===== src/rtl/mem_arb_pkg.sv =====
// mem_arb_pkg: shared FSM state type, requester count, default geometry and tag-type decode for the memory bus arbiter
package mem_arb_pkg;
  typedef enum logic [1:0] {IDLE, ADDR, WDATA, RDATA} state_e;
  localparam int NUM_REQ = 2;
  localparam int DEF_NUM_BEATS = 8;
  localparam int DEF_WRITE_TAG_BIT = 12;
  function automatic logic is_write(input logic type_bit);
    return !type_bit;
  endfunction
endpackage


===== src/rtl/rr_arbiter2.sv =====
// rr_arbiter2: combinational two-way pick of the next bus owner
// Ports: req_i request vector, ptr_i round-robin priority pointer (absent when
// MEM_ARB_FIXED_PRIO_EN is defined, requester 1 then always wins ties),
// gnt_o winning index, gnt_valid_o any request present.
module rr_arbiter2
  import mem_arb_pkg::*;
(
  input  logic [NUM_REQ-1:0] req_i,
`ifndef MEM_ARB_FIXED_PRIO_EN
  input  logic               ptr_i,
`endif
  output logic               gnt_o,
  output logic               gnt_valid_o
);
  assign gnt_valid_o = |req_i;
`ifdef MEM_ARB_FIXED_PRIO_EN
  assign gnt_o = req_i[1];
`else
  assign gnt_o = &req_i ? ptr_i : req_i[1];
`endif
endmodule


===== src/rtl/mem_bus_arbiter.sv =====
// mem_bus_arbiter: shares one Sysbus memory port between the I-cache (0) and D-cache (1)
// Ports: clk, reset (sync, active-low); per-requester c_reqcyc/c_reqack,
// c0/c1_req, c0/c1_reqtag, c_respcyc/c_respack, c0/c1_resp, c0/c1_resptag;
// memory side m_bus_reqcyc/reqack/req/reqtag and m_bus_respcyc/respack/resp/resptag.
// Build option MEM_ARB_FIXED_PRIO_EN: D-cache wins ties, no round-robin pointer.
module mem_bus_arbiter
  import mem_arb_pkg::*;
#(
  parameter int BUS_DATA_WIDTH = 64,
  parameter int BUS_TAG_WIDTH  = 13,
  parameter int NUM_BEATS      = DEF_NUM_BEATS,
  parameter int WRITE_TAG_BIT  = DEF_WRITE_TAG_BIT
) (
  input  logic                      clk,
  input  logic                      reset,
  input  logic [NUM_REQ-1:0]        c_reqcyc,
  output logic [NUM_REQ-1:0]        c_reqack,
  input  logic [BUS_DATA_WIDTH-1:0] c0_req,
  input  logic [BUS_DATA_WIDTH-1:0] c1_req,
  input  logic [BUS_TAG_WIDTH-1:0]  c0_reqtag,
  input  logic [BUS_TAG_WIDTH-1:0]  c1_reqtag,
  output logic [NUM_REQ-1:0]        c_respcyc,
  input  logic [NUM_REQ-1:0]        c_respack,
  output logic [BUS_DATA_WIDTH-1:0] c0_resp,
  output logic [BUS_DATA_WIDTH-1:0] c1_resp,
  output logic [BUS_TAG_WIDTH-1:0]  c0_resptag,
  output logic [BUS_TAG_WIDTH-1:0]  c1_resptag,
  output logic                      m_bus_reqcyc,
  input  logic                      m_bus_reqack,
  output logic [BUS_DATA_WIDTH-1:0] m_bus_req,
  output logic [BUS_TAG_WIDTH-1:0]  m_bus_reqtag,
  input  logic                      m_bus_respcyc,
  output logic                      m_bus_respack,
  input  logic [BUS_DATA_WIDTH-1:0] m_bus_resp,
  input  logic [BUS_TAG_WIDTH-1:0]  m_bus_resptag
);
  localparam int CW = $clog2(NUM_BEATS) + 1;
  state_e        state_q, state_d;
  logic          owner_q, owner_d;
  logic [CW-1:0] cnt_q, cnt_d;
  logic          gnt, gnt_valid, fwd_req, fwd_rsp, hs_req, hs_rsp, last;
  assign fwd_req = (state_q == ADDR) || (state_q == WDATA);
  assign fwd_rsp = state_q == RDATA;
  assign m_bus_reqcyc  = fwd_req & c_reqcyc[owner_q];
  assign m_bus_req     = fwd_req ? (owner_q ? c1_req : c0_req) : '0;
  assign m_bus_reqtag  = fwd_req ? (owner_q ? c1_reqtag : c0_reqtag) : '0;
  assign c_reqack      = fwd_req ? {owner_q & m_bus_reqack, ~owner_q & m_bus_reqack} : '0;
  assign m_bus_respack = fwd_rsp & c_respack[owner_q];
  assign c_respcyc     = fwd_rsp ? {owner_q & m_bus_respcyc, ~owner_q & m_bus_respcyc} : '0;
  assign c0_resp       = (fwd_rsp & ~owner_q) ? m_bus_resp : '0;
  assign c1_resp       = (fwd_rsp & owner_q) ? m_bus_resp : '0;
  assign c0_resptag    = (fwd_rsp & ~owner_q) ? m_bus_resptag : '0;
  assign c1_resptag    = (fwd_rsp & owner_q) ? m_bus_resptag : '0;
  assign hs_req = m_bus_reqcyc & m_bus_reqack;
  assign hs_rsp = m_bus_respcyc & m_bus_respack;
  assign last   = cnt_q == CW'(NUM_BEATS - 1);
`ifdef MEM_ARB_FIXED_PRIO_EN
  rr_arbiter2 u_pick (.req_i(c_reqcyc), .gnt_o(gnt), .gnt_valid_o(gnt_valid));
`else
  logic rr_q;
  rr_arbiter2 u_pick (.req_i(c_reqcyc), .ptr_i(rr_q), .gnt_o(gnt), .gnt_valid_o(gnt_valid));
  always_ff @(posedge clk)
    if (!reset) rr_q <= 1'b0;
    else if (state_d == IDLE && state_q != IDLE) rr_q <= ~owner_q;
`endif
  always_comb begin
    state_d = state_q;
    owner_d = owner_q;
    cnt_d   = cnt_q;
    unique case (state_q)
      IDLE: if (gnt_valid) begin
        owner_d = gnt;
        state_d = ADDR;
      end
      ADDR: if (hs_req) begin
        cnt_d   = '0;
        state_d = is_write(m_bus_reqtag[WRITE_TAG_BIT]) ? WDATA : RDATA;
      end
      default: if (hs_req || hs_rsp) begin
        cnt_d   = cnt_q + 1'b1;
        state_d = last ? IDLE : state_q;
      end
    endcase
  end
  always_ff @(posedge clk)
    if (!reset) begin
      state_q <= IDLE;
      owner_q <= 1'b0;
      cnt_q   <= '0;
    end else begin
      state_q <= state_d;
      owner_q <= owner_d;
      cnt_q   <= cnt_d;
    end
endmodule


===== config.mk =====
export PLATFORM = sky130hd
export DESIGN_NAME = mem_bus_arbiter
export DESIGN_NICKNAME = d
export VERILOG_FILES = /design/src/rtl/mem_arb_pkg.sv /design/src/rtl/rr_arbiter2.sv /design/src/rtl/mem_bus_arbiter.sv
export SDC_FILE = /design/constraint.sdc
export NUM_CORES = 1
export LEC_CHECK = 0
export ABC_CLOCK_PERIOD_IN_PS = 6000
export BUFFER_PORTS_ARGS = -buffer_cell sky130_fd_sc_hd__buf_2
export CORE_AREA = 2 2 182 184
export DETAILED_ROUTE_END_ITERATION = 8
export DIE_AREA = 0 0 184 186
export PLACE_DENSITY = 0.39
export SYNTH_ARGS = -nofsm -noshare
export SYNTH_HDL_FRONTEND = slang
export SYNTH_SLANG_ARGS = --single-unit

===== constraint.sdc =====
create_clock -name clk -period 6 [get_ports clk]
set_clock_uncertainty 0.2 [all_clocks]
set_input_delay 0.9 -clock clk [delete_from_list [all_inputs] [get_ports clk]]
set_output_delay 0.9 -clock clk [all_outputs]
set_load 0.05 [all_outputs]

After elaboration in Yosys (flattened, before gate mapping)
Index checks and enable logic that the tools add are counted.
Operators by class
  shifts and indexed selects: 0
  div/mod/pow operators: 0
  add/sub/neg operators: 1
  bitwise operators: 12
  $mul: 0
  multiplexer cells: 24
  reductions and logical operators: 11
  magnitude comparators: 1
  eq/ne operators: 5
Operators with widths (number)
  two-way mux 64 bit: 4
  two-way mux 13 bit: 4
  two-way mux 2 bit: 6
  AND 1 bit: 10
  two-way mux 4 bit: 2
  case mux 4 bit (2 select lines): 1
  two-way mux 1 bit: 6
  adder 4 x 1 -> 4 bit (second input constant): 1
  equality test 2 bit (second input constant): 2
  equality test 4 x 3 -> 1 bit (second input constant): 1
  logical NOT 2 bit: 2
  case mux 2 bit (2 select lines): 1
  AND reduction 2 bit: 2
  nonzero test 2 bit: 2
  AND reduction 3 bit: 1
  equality test 2 x 1 -> 1 bit (second input constant): 1
  logical OR 1 bit: 2
  less-than comparator 1 x 2 -> 1 bit (second input constant): 1
  inequality test 2 bit (second input constant): 1
  NOT 1 bit: 2
  OR reduction 2 bit: 1
  logical AND 1 bit: 1
Word-level totals
  memories kept: 0
  output and inout port bits: 237
  RAM bits: 0
  register bits after elaboration: 8
  word-level logic and storage cells: 58
  bits in latches: 0
  ROM bits: 0

Depth between registers and ports, before layout
Gate-level depths: netlist of run 1.
  depth in word-level cells: 9
  mapped depth: 8

By module
Synthesis of run 1 repeated with hierarchy kept, for this count alone.
Second synthesis, totals
  cells, all modules: 427
  area, all modules: 2986.6 µm²
Modules (own cells, without submodules)
  mem_bus_arbiter: cells an instance 424, times used 1, area each 2969.1 µm², sequential area each 160.2 µm²
  rr_arbiter2: cells an instance 3, times used 1, area each 17.5 µm², sequential area each 0.0 µm²

Worst setup path after synthesis of run 1
No wires, ideal clock.
  kind: reg-to-output
  start: register state_q[1]
  end: output m_bus_req[55]
  arrival time: 1.999 ns
  buffers on the path: 2
  stages on the path, launching flop included: 6
  slack: 2.901 ns
  data required time: 4.900 ns
  cells stage by stage: dfxtp_1 > inv_1 > ha_1 > clkbuf_1 > clkbuf_1 > nor2b_1
Between the ends
  longest elaborated chain between the ends: 3
  elaborated cells on any way between the ends: 4
  those cells by class: eq/ne: 2; mux: 1; reduce/logical: 1
Ends and longest elaborated chain
  start: declaration: line mem_bus_arbiter.sv:38  | state_e state_q, state_d;
  start signal: assignment: line mem_bus_arbiter.sv:91  | state_q <= state_d;
  equality test 2 x 1 -> 1 bit / equality test 2 bit (equally long branches): line mem_bus_arbiter.sv:42  | assign fwd_req = (state_q == ADDR) || (state_q == WDATA);
  logical OR 1 bit (*): line mem_bus_arbiter.sv:42
  two-way mux 64 bit (*): line mem_bus_arbiter.sv:45  | assign m_bus_req = fwd_req ? (owner_q ? c1_req : c0_req) : '0;
  end: declaration: line mem_bus_arbiter.sv:30  | output logic [BUS_DATA_WIDTH-1:0] m_bus_req,
Mark *: on every way between the ends. The rest lies on a longest branch, timed or not.

Final worst setup path of run 1
  start: register owner_q
  end: output m_bus_req[48]
Between the ends
  longest elaborated chain between the ends: 2
Ends and longest elaborated chain
  start: declaration: line mem_bus_arbiter.sv:39  | logic owner_q, owner_d;
  start signal: assignment: line mem_bus_arbiter.sv:92  | owner_q <= owner_d;
  two-way mux 64 bit (2 in a row): line mem_bus_arbiter.sv:45
Every way passes these cells.

==> impl_metrics.json, run 1 <==
{
  "post_synthesis_share_of_cell_area_spent_on_and_or_nand_and_nor_gates_pct": 54.4,
  "routed_wire_length_per_instance_um": 17.3,
  "kind_of_critical_path": "register to primary output",
  "critPathLaunch": "owner_q$_SDFFE_PN0P_",
  "unrepaired_setup_endpoints_after_global_routing": "false",
  "critPathTopFamily": "buffers and inverters",
  "cts_made_buffers": 3,
  "final.fill_count": 3763,
  "root_buffer": "sky130_fd_sc_hd__clkbuf_16",
  "dp_hpwl_um": 19000,
  "synth_cell_types": 32,
  "cts_tree": "built",
  "num-nets-final": 1106,
  "synth_area_per_cell_sq_um": 7.02,
  "worst-path-buf-inv": 2,
  "core_region_area_sq_mm": 0.0322,
  "detailroute.via_count": 4777,
  "synth_area_leader_cell": "sky130_fd_sc_hd__mux2i_1",
  "synth.area.top_cells": "sky130_fd_sc_hd__mux2i_1, sky130_fd_sc_hd__and3_1, sky130_fd_sc_hd__nor2b_1, sky130_fd_sc_hd__and2_1, sky130_fd_sc_hd__dfxtp_1",
  "row_count": 66,
  "p_leak_nw": 3.56,
  "clk_latency_ps": 230,
  "ir_drop_v": 0.0000915,
  "async_reset_ff_share_pct": 0,
  "crit_slowest_cell": "sky130_fd_sc_hd__buf_4",
  "post_synth_design_cell_area_sq_mm": 0.00296,
  "total_power_uw": 909,
  "post-cts-setup-buffer-count": 0,
  "max_cap_violations": 0,
  "worstPathMaxFanout": 71,
  "global_route_wire_length_before_repair_um": 29700,
  "finalHoldViolCount": 0,
  "route.detailed.vias_per_inst": 3.75,
  "ordered_cell_list_for_the_critical_path": "buf_4 > mux2i_1 > nor2b_1 > buf_2",
  "adder_and_majority_cell_fraction_of_the_synthesized_area_pct": 1.69,
  "final_core_util_pct": 18.0,
  "slew_violations": 0,
  "gpl.final_weighted_congestion": 0.845,
  "min_period_over_period_pct": 61.1,
  "timing.rr.start": "state_q[1]$_SDFF_PN0_",
  "routed_wire_length_um": 22000,
  "synth.top_cell.area_share_pct": 27.0,
  "synth_enable_flop_cells": 0,
  "post_synth_xor_area_fraction_pct": 0,
  "slowest_stage_delay_cp_ps": 850,
  "synth.ff_latch_count": 8,
  "fmax_mhz": 273,
  "cts_num_sinks": 8,
  "holdCritStartpoint": "rr_q$_SDFFE_PN0P_",
  "die_x_um": 184,
  "design.die.area_sq_mm": 0.0342,
  "hold_ws_ps": 259,
  "worst-endpoint-required_ps": 4900,
  "hold_class": "register to register",
  "drive_above_1_share_pct": 56.7,
  "pd_cells_mw_per_mm2": 156,
  "cts.repair.resized": 0,
  "grt_max_degree": 81,
  "drt-pass1-iter-count": 4,
  "clk_pin_slew_worst_paths_ps": 40,
  "netlist_top_cells_count": "sky130_fd_sc_hd__and3_1, sky130_fd_sc_hd__mux2i_1, sky130_fd_sc_hd__nor2b_1, sky130_fd_sc_hd__and2_1, sky130_fd_sc_hd__clkbuf_1",
  "cp-end-kind": "primary output",
  "postRouteAntennaNets": 0,
  "cts_hold_buffers": 0,
  "dominantRegCellSynth": "sky130_fd_sc_hd__dfxtp_1",
  "startpoint_type": "register",
  "final-setup-viol-count": 0,
  "detail_route.iter0.violations": 158,
  "num_io_pins": 476,
  "yosysSeqAreaShare_pct": 5.41,
  "die_h_um": 186,
  "syn-num-nets": 665,
  "synthCells": 422,
  "yosys_warnings": 0,
  "synth_compound_gate_area_share_pct": 4.86,
  "grt_antenna_before_repair": 6,
  "route.detailed.drc": 0,
  "setup_total_negative_slack_ps": 0,
  "worst_ep_arrival_time_ps": 2570,
  "mux_contribution_to_synthesized_area_pct": 27.0,
  "layout-area-overhead-vs-synth_pct": 96.3,
  "clock_tree.htree_level_count": 1,
  "start_util_pct": 9.19,
  "status": "complete, no violations",
  "max-slew-margin-rel_pct": 35.0,
  "ctsLongestPathBuffers": 2,
  "dominant_combinational_cell_family_by_area_after_synthesis": "simple AND/OR/NAND/NOR gates",
  "finalCriticalPeriod_ps": 3670,
  "io_buffer_count": 475,
  "grt_use_total_pct": 11.7,
  "slew_at_the_pin_closest_to_its_max_slew_limit_ps": 975,
  "grt_overflow": 0,
  "vias_in_the_first_global_route": 4625
}
path summary, 6_finish.rpt:
check,end,slack (ps),cells after the start
max,m_bus_req[48],2330,4
min,rr_q$_SDFFE_PN0P_,260,2
max reg2reg,cnt_q[3]$_SDFFE_PN0P_,2820,8
min reg2reg,rr_q$_SDFFE_PN0P_,260,2
power by group:
| part | switching, mW | internal, mW |
|---|---|---|
| logic | 0.503 | 0.215 |
| registers | 0.0156 | 0.0584 |
| clock network | 0.0288 | 0.0888 |
worst min-delay path: stages, from the launching register on:
cell and delay (ps):
sky130_fd_sc_hd__dfxtp_1 300, sky130_fd_sc_hd__nand2_1 50, sky130_fd_sc_hd__mux2i_1 60
layout make-up:
cell class / instances / area (sq um) / share of cell area (%)
diodes: 4 / 10.0 / 0.172
inverters: 4 / 15.0 / 0.258
well taps: 408 / 510 / 8.79
clock buffers: 4 / 78.8 / 1.36
multi-input cells: 366 / 2620 / 45.0
flip-flops and latches: 8 / 164 / 2.82
repair buffers: 480 / 2410 / 41.6
metrics by stage:
stage,setup slack (ps),instances,cell area [sq um]
5_1_grt,2130,1272,5810
3_3_place_gp,2500,1266,5720
4_1_cts,2240,1270,5800
3_5_place_dp,2500,1266,5720
6_report,2330,1274,5810
2_1_floorplan,2900,422,2960
cells by family (layout without fill, tap and decap cells):
group,count (synthesis),count (layout)
AOI/OAI and AO/OA,21,21
adders and majority gates,4,4
and+or+nand+nor,261,261
other,0,4
buffers and inverters,48,488
DFF,8,8
muxes,80,80
sequential cells by signal, indices dropped and copies added (netlist names):
register,count
cnt_q,4
state_q,2
owner_q,1
rr_q,1
routing by layer:
metal	vias to the layer above	routed length [um]	part of all wire, %	GRT usage, %
li1	2323	-	-	-
met1	2121	8610	39	13.2
met2	315	11000	50	22.5
met3	16	2010	9.1	2.86
met4	2	325	1.5	2.24
met5	-	16	0.073	0
cell usage in the layout, fill, tap and decap left out:
| master | Yosys | routed |
|---|---|---|
| sky130_fd_sc_hd__nor2_1 | 5 | 5 |
| sky130_fd_sc_hd__o31ai_1 | 1 | 1 |
| sky130_fd_sc_hd__nand3b_1 | 1 | 1 |
| sky130_fd_sc_hd__nand2_1 | 7 | 7 |
| sky130_fd_sc_hd__a32oi_1 | 1 | 1 |
| sky130_fd_sc_hd__or4_1 | 2 | 2 |
| sky130_fd_sc_hd__and2_1 | 79 | 79 |
| sky130_fd_sc_hd__ha_1 | 4 | 2 |
| sky130_fd_sc_hd__buf_2 | 6 | 475 |
| sky130_fd_sc_hd__o21ai_1 | 1 | 1 |
| sky130_fd_sc_hd__nand3_1 | 1 | 1 |
| sky130_fd_sc_hd__a31oi_1 | 2 | 2 |
| sky130_fd_sc_hd__buf_4 | 0 | 5 |
| sky130_fd_sc_hd__o22ai_1 | 2 | 2 |
| sky130_fd_sc_hd__mux2i_1 | 80 | 80 |
| sky130_fd_sc_hd__and3_1 | 80 | 80 |
| sky130_fd_sc_hd__o31a_1 | 1 | 1 |
| sky130_fd_sc_hd__nor2b_1 | 80 | 79 |
| sky130_fd_sc_hd__nand4b_1 | 1 | 1 |
| sky130_fd_sc_hd__clkbuf_16 | 0 | 3 |
| sky130_fd_sc_hd__ha_2 | 0 | 2 |
| sky130_fd_sc_hd__nor2_2 | 1 | 1 |
| sky130_fd_sc_hd__nor2b_4 | 0 | 1 |
| sky130_fd_sc_hd__nor3_1 | 1 | 1 |
| sky130_fd_sc_hd__diode_2 | 0 | 4 |
| sky130_fd_sc_hd__a2111oi_2 | 1 | 1 |
| sky130_fd_sc_hd__dfxtp_1 | 8 | 7 |
| sky130_fd_sc_hd__o211ai_1 | 1 | 1 |
| sky130_fd_sc_hd__dfxtp_4 | 0 | 1 |
| sky130_fd_sc_hd__or4b_1 | 1 | 1 |
| sky130_fd_sc_hd__inv_1 | 4 | 4 |
| sky130_fd_sc_hd__clkbuf_1 | 37 | 1 |
| sky130_fd_sc_hd__o41ai_1 | 1 | 1 |
| sky130_fd_sc_hd__a21oi_1 | 4 | 4 |
| sky130_fd_sc_hd__o21ai_0 | 4 | 4 |
| sky130_fd_sc_hd__o311ai_0 | 2 | 2 |
| sky130_fd_sc_hd__nand2b_1 | 2 | 2 |
Power figures use the tool's default switching activity.
==> run 2: changes to the inputs <==
ABC_AREA = 1   (was unset)
ABC_CLOCK_PERIOD_IN_PS = 3300   (was 6000)
CORE_AREA = 2 2 183 185   (was 2 2 182 184)
DIE_AREA = 0 0 185 187   (was 0 0 184 186)
clock period = 3.3 ns   (was 6 ns; I/O delays follow)
==> run 2 against run 1 <==
  * Worst hold slack better by 30 ps
  * Global-route usage down 2.3 points
  * Largest power group unchanged
  * Sequential cell count unchanged
  * Clock-buffer cell count down 1
  * Non-clock buffer count up 7
  * Largest cell class is now buffers
  * Sequential power up 62%
  * Synthesized area down 12%
==> impl_metrics.json, run 2 <==
{
  "status": "complete, no violations",
  "synth_cell_types": 25,
  "design.die.area_sq_mm": 0.0346,
  "final_core_util_pct": 17.2,
  "max-slew-margin-rel_pct": 55.1,
  "kind_of_critical_path": "register to primary output",
  "layout_common_cells": "sky130_fd_sc_hd__buf_2, sky130_fd_sc_hd__nor2_1, sky130_fd_sc_hd__inv_1, sky130_fd_sc_hd__o21ai_0, sky130_fd_sc_hd__nand2_1",
  "post_dp_cell_area_sq_mm": 0.00558,
  "clk_latency_ps": 230,
  "hold_class": "register to register",
  "cp-end-kind": "primary output",
  "cts_made_buffers": 3,
  "routed_wire_length_per_instance_um": 12.1,
  "gpl.final_weighted_congestion": 0.884,
  "layout_commonest_cell": "sky130_fd_sc_hd__buf_2",
  "synth_area_leader_cell": "sky130_fd_sc_hd__nor2_1",
  "cts.repair.resized": 0,
  "synth.top_cell.area_share_pct": 46.2,
  "p_leak_nw": 3.90,
  "route.detailed.drc": 0,
  "unrepaired_setup_endpoints_after_global_routing": "false",
  "synth_area_per_cell_sq_um": 4.34,
  "detail_route.iter0.violations": 326,
  "dominantRegCellSynth": "sky130_fd_sc_hd__dfxtp_1",
  "final.fill_count": 3922,
  "detailroute.via_count": 5136,
  "finalHoldViolCount": 0,
  "ctsLongestPathBuffers": 2,
  "fmax_mhz": 354,
  "drt-pass1-iter-count": 4,
  "die_x_um": 185,
  "synth.ff_latch_count": 8,
  "netlist_top_cells_count": "sky130_fd_sc_hd__nor2_1, sky130_fd_sc_hd__inv_1, sky130_fd_sc_hd__o21ai_0, sky130_fd_sc_hd__clkbuf_1, sky130_fd_sc_hd__nand2_1",
  "die_h_um": 187,
  "yosysSeqAreaShare_pct": 6.12,
  "clk_pin_slew_worst_paths_ps": 40,
  "grt_antenna_before_repair": 1,
  "worstPathMaxFanout": 26,
  "ir_drop_v": 0.000182,
  "finalCriticalPeriod_ps": 2830,
  "slew_violations": 0,
  "slew_at_the_pin_closest_to_its_max_slew_limit_ps": 671,
  "post-cts-setup-buffer-count": 0,
  "setup_total_negative_slack_ps": 0,
  "grt_overflow": 0,
  "routed_wire_length_um": 18200,
  "reg_top3": "cnt_q: 4 flops, state_q: 2 flops",
  "route.detailed.vias_per_inst": 3.42,
  "cts_hold_buffers": 0,
  "async_reset_ff_share_pct": 0,
  "registers.top_by_ff_count": "cnt_q",
  "synth_enable_flop_cells": 0,
  "startpoint_type": "register",
  "postRouteAntennaNets": 0,
  "row_count": 67,
  "start_util_pct": 7.97,
  "max_cap_violations": 0,
  "grt_use_total_pct": 9.45,
  "post_synth_design_cell_area_sq_mm": 0.00262,
  "pd_cells_mw_per_mm2": 237,
  "dp_hpwl_um": 14900,
  "clock_tree.htree_level_count": 1,
  "drive_above_1_share_pct": 47.6,
  "final-setup-viol-count": 0,
  "global_route_wire_length_before_repair_um": 25700,
  "synthCells": 604,
  "synth_most_common_cell": "sky130_fd_sc_hd__nor2_1",
  "root_buffer": "sky130_fd_sc_hd__clkbuf_16",
  "worst_ep_arrival_time_ps": 2130,
  "num_io_pins": 476,
  "yosys_warnings": 0,
  "layout-area-overhead-vs-synth_pct": 116,
  "cts_num_sinks": 8,
  "postLayoutCellArea_sq_mm": 0.00566,
  "syn-num-nets": 847,
  "grt_max_degree": 82,
  "synth.area.top_cells": "sky130_fd_sc_hd__nor2_1, sky130_fd_sc_hd__inv_1, sky130_fd_sc_hd__o21ai_0, sky130_fd_sc_hd__dfxtp_1, sky130_fd_sc_hd__clkbuf_1",
  "io_buffer_count": 475,
  "cts_tree": "built",
  "worst-endpoint-required_ps": 2600,
  "num-nets-final": 1297,
  "min_period_over_period_pct": 85.6,
  "core_region_area_sq_mm": 0.0329,
  "largest_register_ffs": 4,
  "vias_in_the_first_global_route": 4507
}
-- run 2: layout make-up --
| class | count | area [sq um] | area share (%) |
|---|---|---|---|
| Multi-Input combinational cell | 457 | 1930 | 34.2 |
| Timing Repair Buffer | 487 | 2560 | 45.3 |
| Sequential cell | 8 | 161 | 2.85 |
| Clock buffer | 3 | 75.1 | 1.33 |
| Tap cell | 448 | 561 | 9.91 |
| Antenna cell | 1 | 2.50 | 0.0442 |
| Inverter | 97 | 364 | 6.44 |
-- run 2: report_power, final --
group	total [mW]	internal, mW	switching [mW]
Clock	0.206	0.156	0.0493
Combinational	1.01	0.274	0.740
Sequential	0.120	0.106	0.0136
Total	1.34	0.537	0.803
-- run 2: cells by family after synthesis --
| kind of cell | count (synthesis) | synth area share [%] |
|---|---|---|
| AO/OA/AOI/OAI | 91 | 18.3 |
| XOR/XNOR | 2 | 0.669 |
| adder cells (fa/ha/maj) | 4 | 1.91 |
| buffers and inverters | 139 | 20.4 |
| flip-flops | 8 | 6.12 |
| AND/OR/NAND/NOR | 360 | 52.7 |
-- run 2: stage by stage --
stage,hold WS [ps],setup WS [ps],instances,power (mW)
floorplan,252,375,604,0.795
global placement,284,715,1497,1.15
detailed placement,293,672,1497,1.15
CTS,300,429,1500,1.36
global route,334,326,1501,1.44
finish,289,475,1501,1.34
-- run 2: critical path, stage by stage (launching register included) --
cell,delay (ps)
sky130_fd_sc_hd__dfxtp_2,590
sky130_fd_sc_hd__nand2_2,510
sky130_fd_sc_hd__buf_4,340
sky130_fd_sc_hd__nor2_1,150
sky130_fd_sc_hd__buf_2,290
-- run 2: worst paths after layout --
path | slack [ps] | to | cells after the start | from
worst max-delay path | 470 | c1_resp[5] | 4 | owner_q$_SDFFE_PN0P_
worst min-delay path | 290 | rr_q$_SDFFE_PN0P_ | 2 | rr_q$_SDFFE_PN0P_
worst max register to register | 1050 | cnt_q[2]$_SDFFE_PN0P_ | 8 | state_q[1]$_SDFF_PN0_
worst min register to register | 290 | rr_q$_SDFFE_PN0P_ | 2 | rr_q$_SDFFE_PN0P_
-- run 2: layer usage --
layer,up-vias,routed length (um),GRT usage (%)
met5,-,0,0
met4,0,286,1.77
met3,22,1050,0.818
met2,219,9040,17.2
met1,2210,7820,12.1
li1,2685,-,-
